==> config.mk <==
export PLATFORM = sky130hd
export DESIGN_NAME = move_sequencer_flat
export DESIGN_NICKNAME = d
export VERILOG_FILES = /design/src/rtl/move_sequencer_if.sv /design/src/rtl/move_sequencer.sv /design/src/flat_wrapper.sv
export SDC_FILE = /design/constraint.sdc
export NUM_CORES = 1
export LEC_CHECK = 0
export BUFFER_PORTS_ARGS = -buffer_cell sky130_fd_sc_hd__buf_2
export CAP_MARGIN = 40
export CELL_PAD_IN_SITES_DETAIL_PLACEMENT = 0
export CELL_PAD_IN_SITES_GLOBAL_PLACEMENT = 1
export CORE_ASPECT_RATIO = 1.5
export CORE_MARGIN = 4
export CORE_UTILIZATION = 35
export DETAILED_ROUTE_END_ITERATION = 12
export PLACE_DENSITY_LB_ADDON = 0.1
export RECOVER_POWER = 25
export SYNTH_ARGS = -nofsm -noshare
export SYNTH_HDL_FRONTEND = slang
export SYNTH_SLANG_ARGS = --single-unit
==> constraint.sdc <==
create_clock -name clk -period 2.7 [get_ports clk]
set_input_delay 0.54 -clock clk [delete_from_list [all_inputs] [get_ports clk]]
set_output_delay 0.54 -clock clk [all_outputs]
set_load 0.005 [all_outputs]
==> src/rtl/move_sequencer_if.sv <==
// ============================================================================
// Module  : move_sequencer_if
// Purpose : Solver/button inputs and move-display outputs of move_sequencer.
// Rev     : 1.0  initial release
// ============================================================================
`default_nettype none

interface move_sequencer_if;
    logic        comp;
    logic [33:0] ord;
    logic [4:0]  len;
    logic        btn;
    logic        auto_en;
    logic [1:0]  move;
    logic [4:0]  step;
    logic        valid;
    logic        done;

    modport master (
        output comp, ord, len, btn, auto_en,
        input  move, step, valid, done
    );

    modport slave (
        input  comp, ord, len, btn, auto_en,
        output move, step, valid, done
    );
endinterface

`default_nettype wire

==> src/rtl/move_sequencer.sv <==
// ============================================================================
// Module  : move_sequencer
// Purpose : Steps through a captured solver move list on button presses or a
//           periodic auto-advance timer, showing one move at a time.
// Rev     : 1.0  initial release
// ============================================================================
`default_nettype none

module move_sequencer #(
    parameter int DEB_CYCLES  = 16,
    parameter int AUTO_PERIOD = 50_000_000
) (
    input  wire logic         clk,
    input  wire logic         rst_n,
    move_sequencer_if.slave   bus
);

    localparam int              c_deb_w    = (DEB_CYCLES  > 2) ? $clog2(DEB_CYCLES)  : 1;
    localparam int              c_tmr_w    = (AUTO_PERIOD > 2) ? $clog2(AUTO_PERIOD) : 1;
    localparam logic [c_deb_w-1:0] c_deb_last = c_deb_w'(DEB_CYCLES - 1);
    localparam logic [c_tmr_w-1:0] c_tmr_last = c_tmr_w'(AUTO_PERIOD - 1);
    localparam logic [4:0]      c_max_len  = 5'd17;

    typedef enum logic [1:0] {
        IDLE = 2'd0,
        SHOW = 2'd1,
        DONE = 2'd2
    } state_t;

    state_t               state_q,      state_d;
    logic [1:0]           sync_q,       sync_d;
    logic                 deb_q,        deb_d;
    logic [c_deb_w-1:0]   deb_cnt_q,    deb_cnt_d;
    logic                 deb_prev_q,   deb_prev_d;
    logic                 comp_dly_q,   comp_dly_d;
    logic [4:0]           idx_q,        idx_d;
    logic [c_tmr_w-1:0]   timer_q,      timer_d;
    logic [33:0]          shadow_ord_q, shadow_ord_d;
    logic [4:0]           shadow_len_q, shadow_len_d;
    logic [1:0]           move_q,       move_d;
    logic [4:0]           step_q,       step_d;
    logic                 valid_q,      valid_d;
    logic                 done_q,       done_d;

    logic                 w_press;
    logic                 w_expire;
    logic                 w_advance;
    logic                 w_comp_rise;
    logic [4:0]           w_len_clamp;

    // Synchronizer and debouncer: level flips only after DEB_CYCLES
    // consecutive disagreeing samples; any agreeing sample restarts the count.
    always_comb begin
        sync_d     = {sync_q[0], bus.btn};
        deb_d      = deb_q;
        deb_cnt_d  = '0;
        deb_prev_d = deb_q;
        if (sync_q[1] != deb_q) begin
            if (deb_cnt_q == c_deb_last) begin
                deb_d = sync_q[1];
            end else begin
                deb_cnt_d = deb_cnt_q + c_deb_w'(1);
            end
        end
    end

    assign w_press     = deb_q & ~deb_prev_q;
    assign w_expire    = bus.auto_en && (timer_q == c_tmr_last);
    assign w_advance   = w_press | w_expire;
    assign w_comp_rise = bus.comp & ~comp_dly_q;
    assign w_len_clamp = (bus.len > c_max_len) ? c_max_len : bus.len;

    always_comb begin
        state_d      = state_q;
        idx_d        = idx_q;
        timer_d      = '0;
        shadow_ord_d = shadow_ord_q;
        shadow_len_d = shadow_len_q;
        comp_dly_d   = bus.comp;

        // Dropping comp wins over any press or timer expiry in the same cycle.
        if (!bus.comp) begin
            state_d = IDLE;
            idx_d   = '0;
        end else begin
            case (state_q)
                IDLE: begin
                    if (w_comp_rise) begin
                        shadow_ord_d = bus.ord;
                        shadow_len_d = w_len_clamp;
                        idx_d        = '0;
                        state_d      = (w_len_clamp == 5'd0) ? DONE : SHOW;
                    end
                end
                SHOW: begin
                    if (w_advance) begin
                        if (idx_q == shadow_len_q - 5'd1) begin
                            state_d = DONE;
                            idx_d   = '0;
                        end else begin
                            idx_d = idx_q + 5'd1;
                        end
                    end else if (bus.auto_en) begin
                        timer_d = timer_q + c_tmr_w'(1);
                    end
                end
                DONE: begin
                    if (w_press && (shadow_len_q != 5'd0)) begin
                        state_d = SHOW;
                        idx_d   = '0;
                    end
                end
                default: begin
                    state_d = IDLE;
                    idx_d   = '0;
                end
            endcase
        end

        // Outputs follow the next state so they land on the same edge.
        move_d  = '0;
        step_d  = '0;
        valid_d = 1'b0;
        done_d  = 1'b0;
        if (state_d == SHOW) begin
            move_d  = shadow_ord_d[{idx_d, 1'b0} +: 2];
            step_d  = idx_d + 5'd1;
            valid_d = 1'b1;
        end else if (state_d == DONE) begin
            done_d  = 1'b1;
        end
    end

    always_ff @(posedge clk or negedge rst_n) begin
        if (!rst_n) begin
            state_q      <= IDLE;
            sync_q       <= '0;
            deb_q        <= 1'b0;
            deb_cnt_q    <= '0;
            deb_prev_q   <= 1'b0;
            comp_dly_q   <= 1'b0;
            idx_q        <= '0;
            timer_q      <= '0;
            shadow_ord_q <= '0;
            shadow_len_q <= '0;
            move_q       <= '0;
            step_q       <= '0;
            valid_q      <= 1'b0;
            done_q       <= 1'b0;
        end else begin
            state_q      <= state_d;
            sync_q       <= sync_d;
            deb_q        <= deb_d;
            deb_cnt_q    <= deb_cnt_d;
            deb_prev_q   <= deb_prev_d;
            comp_dly_q   <= comp_dly_d;
            idx_q        <= idx_d;
            timer_q      <= timer_d;
            shadow_ord_q <= shadow_ord_d;
            shadow_len_q <= shadow_len_d;
            move_q       <= move_d;
            step_q       <= step_d;
            valid_q      <= valid_d;
            done_q       <= done_d;
        end
    end

    assign bus.move  = move_q;
    assign bus.step  = step_q;
    assign bus.valid = valid_q;
    assign bus.done  = done_q;

endmodule

`default_nettype wire

==> src/flat_wrapper.sv <==
// flat-port wrapper written by rule: the top's interface ports become plain ports
module move_sequencer_flat 
#(
    parameter int DEB_CYCLES  = 16,
    parameter int AUTO_PERIOD = 50_000_000
)
  (clk, rst_n, bus_comp, bus_ord, bus_len, bus_btn, bus_auto_en, bus_move, bus_step, bus_valid, bus_done);
  move_sequencer_if bus_i ();
  input  wire logic clk;
  input  wire logic rst_n;
  input wire logic [$bits(bus_i.comp)-1:0] bus_comp;
  input wire logic [$bits(bus_i.ord)-1:0] bus_ord;
  input wire logic [$bits(bus_i.len)-1:0] bus_len;
  input wire logic [$bits(bus_i.btn)-1:0] bus_btn;
  input wire logic [$bits(bus_i.auto_en)-1:0] bus_auto_en;
  output wire logic [$bits(bus_i.move)-1:0] bus_move;
  output wire logic [$bits(bus_i.step)-1:0] bus_step;
  output wire logic [$bits(bus_i.valid)-1:0] bus_valid;
  output wire logic [$bits(bus_i.done)-1:0] bus_done;
  assign bus_i.comp = bus_comp;
  assign bus_i.ord = bus_ord;
  assign bus_i.len = bus_len;
  assign bus_i.btn = bus_btn;
  assign bus_i.auto_en = bus_auto_en;
  assign bus_move = bus_i.move;
  assign bus_step = bus_i.step;
  assign bus_valid = bus_i.valid;
  assign bus_done = bus_i.done;
  move_sequencer #(.DEB_CYCLES(DEB_CYCLES), .AUTO_PERIOD(AUTO_PERIOD)) u_core (.clk(clk), .rst_n(rst_n), .bus(bus_i));
endmodule
==> run_results.csv, run 1 <==
group,metric,value,unit
status,outcome,"complete, but fails checks",
status,violations,"capacitance limit, slew limit, setup timing",
critical_path,crit_fanout,5,
synthesis,synth.area.mux_share,11.6,%
synthesis,synth_warnings,0,
timing,final-max-slew-violation-count,36,
clocking,clock-root-buffer,"clkbuf_16",
finish,area_growth,30.4,%
floorplanning,die_h,146,um
finish,design_area,5790,um2
synthesis,syn_area,4440,um2
synthesis,syn_nets,449,
clocking,clk_latency,350,ps
critical_path,slowest_delay,380,ps
floorplanning,pin_count,53,
global_routing,grt_start_max_net_pins,36,
timing,final-hold-violation-count,0,
detailed_routing,routed_wl,10.7,mm
placed_design,portBuffers,52,
critical_path,endpoint_kind,"register",
global_routing,grt_pass1_wl,17.5,mm
global_routing,grt.total_usage,15.4,%
synthesis,ys_types,52,
floorplanning,core_area,12400,um2
floorplanning,start_util,35.7,%
critical_path,cp.required,2920,ps
placed_design,globalplace.congestion,0.853,
detailed_routing,post_drt_wl_per_cell,15.9,um
finish,regArea,2250,um2
timing,slew_headroom,-21.9,%
synthesis,ys_top_cells_by_area,"dfrtp_1 (51%), mux2_2 (9.1%), xor2_1 (3.9%)",
pwr,vdd_drop_max,333,uV
critical_path,cp-start-kind,"register",
synthesis,synth_seq_cells,90,
synthesis,seq_area_frac_synth,50.7,%
synthesis,synthArstFlopShare,100,%
synthesis,synth_top_area_share,50.7,%
critical_path,critPathKind,"reg2reg",
hold_path,min_path_type,"in2reg",
synthesis,synthesis.instances,400,
pwr,p_per_area,585,nW/um2
synthesis,synth_top_cell_by_area,"dfrtp_1",
clocking,cts_tree,"built",
finish,final_cells,671,
finish,multi_input_area,2210,um2
global_routing,overflow,0,
timing,period_needed,2770,ps
placed_design,hpwl,7.83,mm
global_routing,antenna_found_initial,0,
synthesis,ys.flop_type,"dfrtp_1",
critical_path,crit_path_top_delay_cell,"a311o_2",
placed_design,place_area,5280,um2
timing,worst_slack,-74.7,ps
critical_path,cp_cell_sequence,"inv_2 > ha_4 > nor2b_1 > or3_1 > a311o_2 > and3_4 > o211ai_4 > buf_6 > mux2i_1 > mux2i_1 > o211ai_1 > a211oi_2",
floorplanning,die_w,100,um
synthesis,synthXorXnorAreaFrac,6.31,%
finish,layout-drive-gt1-share,38.4,%
finish,num_antenna_cells,0,
detailed_routing,drtIter0Drc,124,
clocking,cts_hold_buffers,0,
timing,max_freq,0.360,GHz
synthesis,synth_commonest_cells,"dfrtp_1 (90), nor2_1 (42), mux2_2 (36)",
synthesis,synth_most_common_cell,"dfrtp_1",
detailed_routing,first_pass_iters,4,
timing,setup_violations,1,
run,drv_cap,1,
timing,tns,-74.7,ps
clocking,cts_buffers,9,
floorplanning,rows,50,
timing,timing.final.crit_share,103,%
synthesis,synthAdderAreaFrac,1.41,%
clocking,cts_sinks,90,
floorplanning,die_area,14600,um2
timing,tightest_slew,1830,ps
clocking,cts-htree-levels,3,
detailed_routing,route.antenna.remaining_nets,0,
synthesis,synthSimpleGateAreaFrac,17.9,%
synthesis,synth_edf_count,0,
clocking,cts_buffer_depth,2,
detailed_routing,num_vias,3317,
finish,num-fill-cells,1188,
timing,skew,10.3,ps
critical_path,arrival,2990,ps
critical_path,r2r_setup_slack,-70,ps
clocking,cts.clk_slew.worst_paths,70,ps
detailed_routing,viasPerCell,4.94,
finish,final_nets,559,
synthesis,synth_compound_area_share,9.30,%
synthesis,synth_top_family_by_area,"simple AND/OR/NAND/NOR gates",
synthesis,syn_avg_cell_area,11.1,um2
global_routing,grt_pass1_vias,3494,
critical_path,crit_top_cell,"mux2i_1",
detailed_routing,drcViolationCount,0,
placed_design,dp_cells,650,
pwr,leakage,2.61,nW
timing,rsz0062_at_grt,"yes",
-- cells in the final DEF (no fill, tap or decap), drive strengths merged, types with 4 or more instances in the layout --
cell / count
buf: 108
xor2: 20
and4: 7
a21oi: 16
and3: 6
nand4: 8
nand3b: 10
o2111ai: 4
or3: 5
o211ai: 7
ha: 5
xnor2: 12
nand2: 15
o21ai: 9
nor4bb: 5
nand3: 18
clkbuf: 13
dfrtp: 90
nand2b: 4
a21o: 4
nor3: 7
mux2: 36
nor2: 42
mux2i: 11
inv: 17
nor2b: 7
-- final cells by class --
cell class | instances | area share, %
Sequential cell | 90 | 38.9
Multi-Input combinational cell | 283 | 38.2
Timing Repair Buffer | 111 | 12.7
Clock buffer | 10 | 4.13
Tap cell | 156 | 3.37
Clock inverter | 6 | 1.64
Inverter | 15 | 1.06
-- flip-flops by register name, summed over array words and instances, names as in the netlist --
| name | cells |
|---|---|
| u_core.bus.step | 5 |
| u_core.state_q | 2 |
| u_core.shadow_len_q | 5 |
| u_core.deb_cnt_q | 4 |
| u_core.timer_q | 26 |
| u_core.sync_q | 2 |
| u_core.comp_dly_q | 1 |
| u_core.deb_prev_q | 1 |
| u_core.shadow_ord_q | 34 |
| u_core.bus.valid | 1 |
| u_core.deb_prev_d | 1 |
| u_core.bus.done | 1 |
| u_core.bus.move | 2 |
| u_core.idx_q | 5 |
-- power by group --
group	switching [W]	internal (W)	leakage, nW
Combinational	0.000230	0.000246	1.29
Clock	0.000550	0.000846	0.164
Sequential	0.0000439	0.00147	1.16
-- kinds of logic after synthesis --
family / Yosys count
compound gates: 56
xor+xnor: 32
fa+ha+maj: 5
buf+inv: 27
flops: 90
mux: 47
simple gates: 143
-- critical path: cells and delay by family (launching register included) --
kind	cells	cell delay, ps
buffers and inverters	2	220
adders and majority gates	1	160
AOI/OAI and AO/OA	4	1010
DFF	1	360
muxes	2	290
and+or+nand+nor	3	630
-- what timing repair did --
item,CTS,global route
gates resized for setup,9,28
setup buffers,1,5
endpoints found under the setup margin,3,9
pin swaps,5,11
cloned,0,0
-- through the flow --
stage | hold slack, ps | setup WS, ps | total power, W | utilization (%)
6_report | 301 | -74.7 | 0.00339 | 46.5
3_5_place_dp | 337 | -196 | 0.00199 | 42.4
3_3_place_gp | 336 | -96.8 | 0.00198 | 42.4
2_1_floorplan | 244 | 8.68 | 0.00180 | -
5_1_grt | 289 | -230 | 0.00356 | 46.5
4_1_cts | 143 | -154 | 0.00341 | 45.5
-- routing by layer --
metal	part of all wire, %	vias to the layer above	global-route usage, %	routed length [um]
li1	-	1647	-	-
met1	39	1604	17.4	4140
met2	56	47	27.5	5940
met3	3.0	19	2.16	319
met4	2.6	0	7.93	276
met5	0	-	0	0
-- final timing paths --
check,start,end,depth (start not counted)
max,u_core.shadow_len_q[1],u_core.bus.move[0],12
min,bus_btn,u_core.sync_q[0],1
max reg2reg,u_core.shadow_len_q[1],u_core.bus.move[0],12
min reg2reg,u_core.sync_q[0],u_core.sync_q[1],0
max in group asynchronous,rst_n,u_core.deb_prev_q,2
min in group asynchronous,rst_n,u_core.shadow_ord_q[19],1
Note: power is estimated with default switching activity, not from simulation.
==> run 2, diff against run 1 <==
--- a/config.mk
+++ b/config.mk
@@ -14,7 +14,7 @@
 export CORE_UTILIZATION = 35
 export DETAILED_ROUTE_END_ITERATION = 12
 export PLACE_DENSITY_LB_ADDON = 0.1
-export RECOVER_POWER = 25
+export RECOVER_POWER = 50
 export SYNTH_ARGS = -nofsm -noshare
 export SYNTH_HDL_FRONTEND = slang
 export SYNTH_SLANG_ARGS = --single-unit
==> run 2 against run 1 <==
Effect of this change:
- the flow still finishes with violations (capacitance limit, slew limit, setup timing)
- non-clock buffer count stayed put
- largest power group unchanged
- clock power hardly changed
- cell area hardly changed
- highest routed layer unchanged
- wire length hardly changed
- via count hardly changed
==> run_results.csv, run 2 (synthesized netlist as in run 1, its figures left out) <==
group,metric,value,unit
status,outcome,"complete, but fails checks",
status,violations,"capacitance limit, slew limit, setup timing",
global_routing,grt_start_max_net_pins,36,
floorplanning,core_area,12400,um2
pwr,clkPwrFrac,41.2,%
pwr,leakage,2.61,nW
global_routing,grt.total_usage,15.4,%
timing,period_needed,2770,ps
timing,skew,10.3,ps
floorplanning,die_area,14600,um2
global_routing,grt_pass1_wl,17.5,mm
placed_design,dp_cells,650,
timing,tns,-74.6,ps
floorplanning,start_util,35.7,%
critical_path,ff2ff_path_depth,12,
floorplanning,rows,50,
finish,num_antenna_cells,0,
finish,area_growth,30.4,%
clocking,cts_sinks,90,
timing,final-max-slew-violation-count,36,
clocking,cts.clk_slew.worst_paths,70,ps
global_routing,overflow,0,
timing,max_freq,0.360,GHz
detailed_routing,drtIter0Drc,126,
detailed_routing,post_drt_wl_per_cell,15.9,um
clocking,cts_buffers,9,
placed_design,globalplace.congestion,0.853,
pwr,power,0.00339,W
timing,rsz0062_at_grt,"yes",
pwr,p_comb_share,14.0,%
critical_path,arrival,2990,ps
global_routing,antenna_found_initial,0,
clocking,cts-htree-levels,3,
critical_path,crit_fanout,5,
timing,setup_violations,1,
timing,holdWs,300,ps
pwr,p_sw_share,24.3,%
critical_path,critPathKind,"reg2reg",
timing,final-hold-violation-count,0,
clocking,cts_tree,"built",
finish,final_nets,559,
clocking,cts_hold_buffers,0,
pwr,p_int,0.00256,W
finish,final_common_cell,"dfrtp_1",
clocking,cts_buffer_depth,2,
critical_path,cp.required,2920,ps
hold_path,min_path_type,"in2reg",
finish,largest_register_ffs,34,
detailed_routing,route.antenna.remaining_nets,0,
hold_path,hold_depth,1,
finish,reg_top3,"u_core.shadow_ord_q: 34 flops, u_core.timer_q: 26 flops",
detailed_routing,num_vias,3320,
placed_design,hpwl,7.83,mm
placed_design,portBuffers,52,
floorplanning,pin_count,53,
finish,top_register,"u_core.shadow_ord_q",
floorplanning,die_h,146,um
finish,fin_util,46.5,%
finish,layout-drive-gt1-share,38.4,%
floorplanning,die_w,100,um
timing,timing.final.crit_share,103,%
timing,slew_headroom,-21.6,%
timing,worst_slack,-74.6,ps
critical_path,cp-start-kind,"register",
finish,final_cell_mix,"dfrtp_1 (90), buf_2 (51), buf_4 (50)",
clocking,clk_latency,350,ps
run,drv_cap,1,
pwr,pwr-share-seq,44.7,%
pwr,vdd_drop_max,333,uV
detailed_routing,drcViolationCount,0,
global_routing,grt_pass1_vias,3494,
clocking,clock-root-buffer,"clkbuf_16",
finish,final_cells,671,
detailed_routing,first_pass_iters,4,
detailed_routing,viasPerCell,4.95,
pwr,power.switching,0.000824,W
pwr,p_per_area,585,nW/um2
detailed_routing,routed_wl,10.7,mm
critical_path,endpoint_kind,"register",
timing,tightest_slew,1820,ps
run 2: cell count changes in the layout (fill, tap and decap cells not counted), sizes merged:
cell    before  now
clkbuf      13   14
buf        108  107
run 2: power groups by stage:
stage	logic, W	clock network [W]	registers (W)
floorplan	0.000270	0	0.00153
global placement	0.000447	0	0.00154
detailed placement	0.000448	0	0.00154
CTS	0.000460	0.00144	0.00152
global route	0.000527	0.00150	0.00153
finish	0.000475	0.00140	0.00152
run 2: critical path: stages, from the launching register on:
cell and delay (ps):
dfrtp_1 360, inv_2 60, ha_4 160, nor2b_1 120, or3_1 300, a311o_2 380, and3_4 210, o211ai_4 320
buf_6 160, mux2i_1 190, mux2i_1 100, o211ai_1 210, a211oi_2 100
run 2: cell type report:
type	instances	area [um2]
sequential	90	2250
clock buffer	10	239
tap	156	195
multi-input combinational	283	2210
timing repair buffer	111	732
fill	1188	6660
clock inverter	6	95.1
inverter	15	61.3
run 2: per-layer routing:
metal  track usage (%)  vias to the layer above  share of wire (%)
met2              27.5                       47                 56
met4              7.93                        0                2.6
met1              17.4                     1607                 39
met5                 0                        -                  0
met3              2.16                       19                3.0
li1                  -                     1647                  -
run 2: timing repair:
action | in CTS | in global routing
hold endpoints to repair | 0 | 0
pin swaps | 5 | 11
gates resized for setup | 9 | 28
endpoints found under the setup margin | 3 | 9
setup buffers | 1 | 5
run 2: path summary, 6_finish.rpt:
check                                           to                   start  slack [ps]
min reg2reg                       u_core.sync_q[1]        u_core.sync_q[0]         350
max                             u_core.bus.move[0]  u_core.shadow_len_q[1]         -70
max in group asynchronous        u_core.deb_prev_q                   rst_n         410
min                               u_core.sync_q[0]                 bus_btn         300
max reg2reg                     u_core.bus.move[0]  u_core.shadow_len_q[1]         -70
min in group asynchronous  u_core.shadow_ord_q[19]                   rst_n         670
run 2: through the flow:
stage                     setup slack (ps)  cell area (um2)
final                                -74.6             5790
after floorplan                       8.68             4440
after global routing                  -230             5790
after CTS                             -154             5660
after detailed placement              -196             5280
after global placement               -96.8             5280
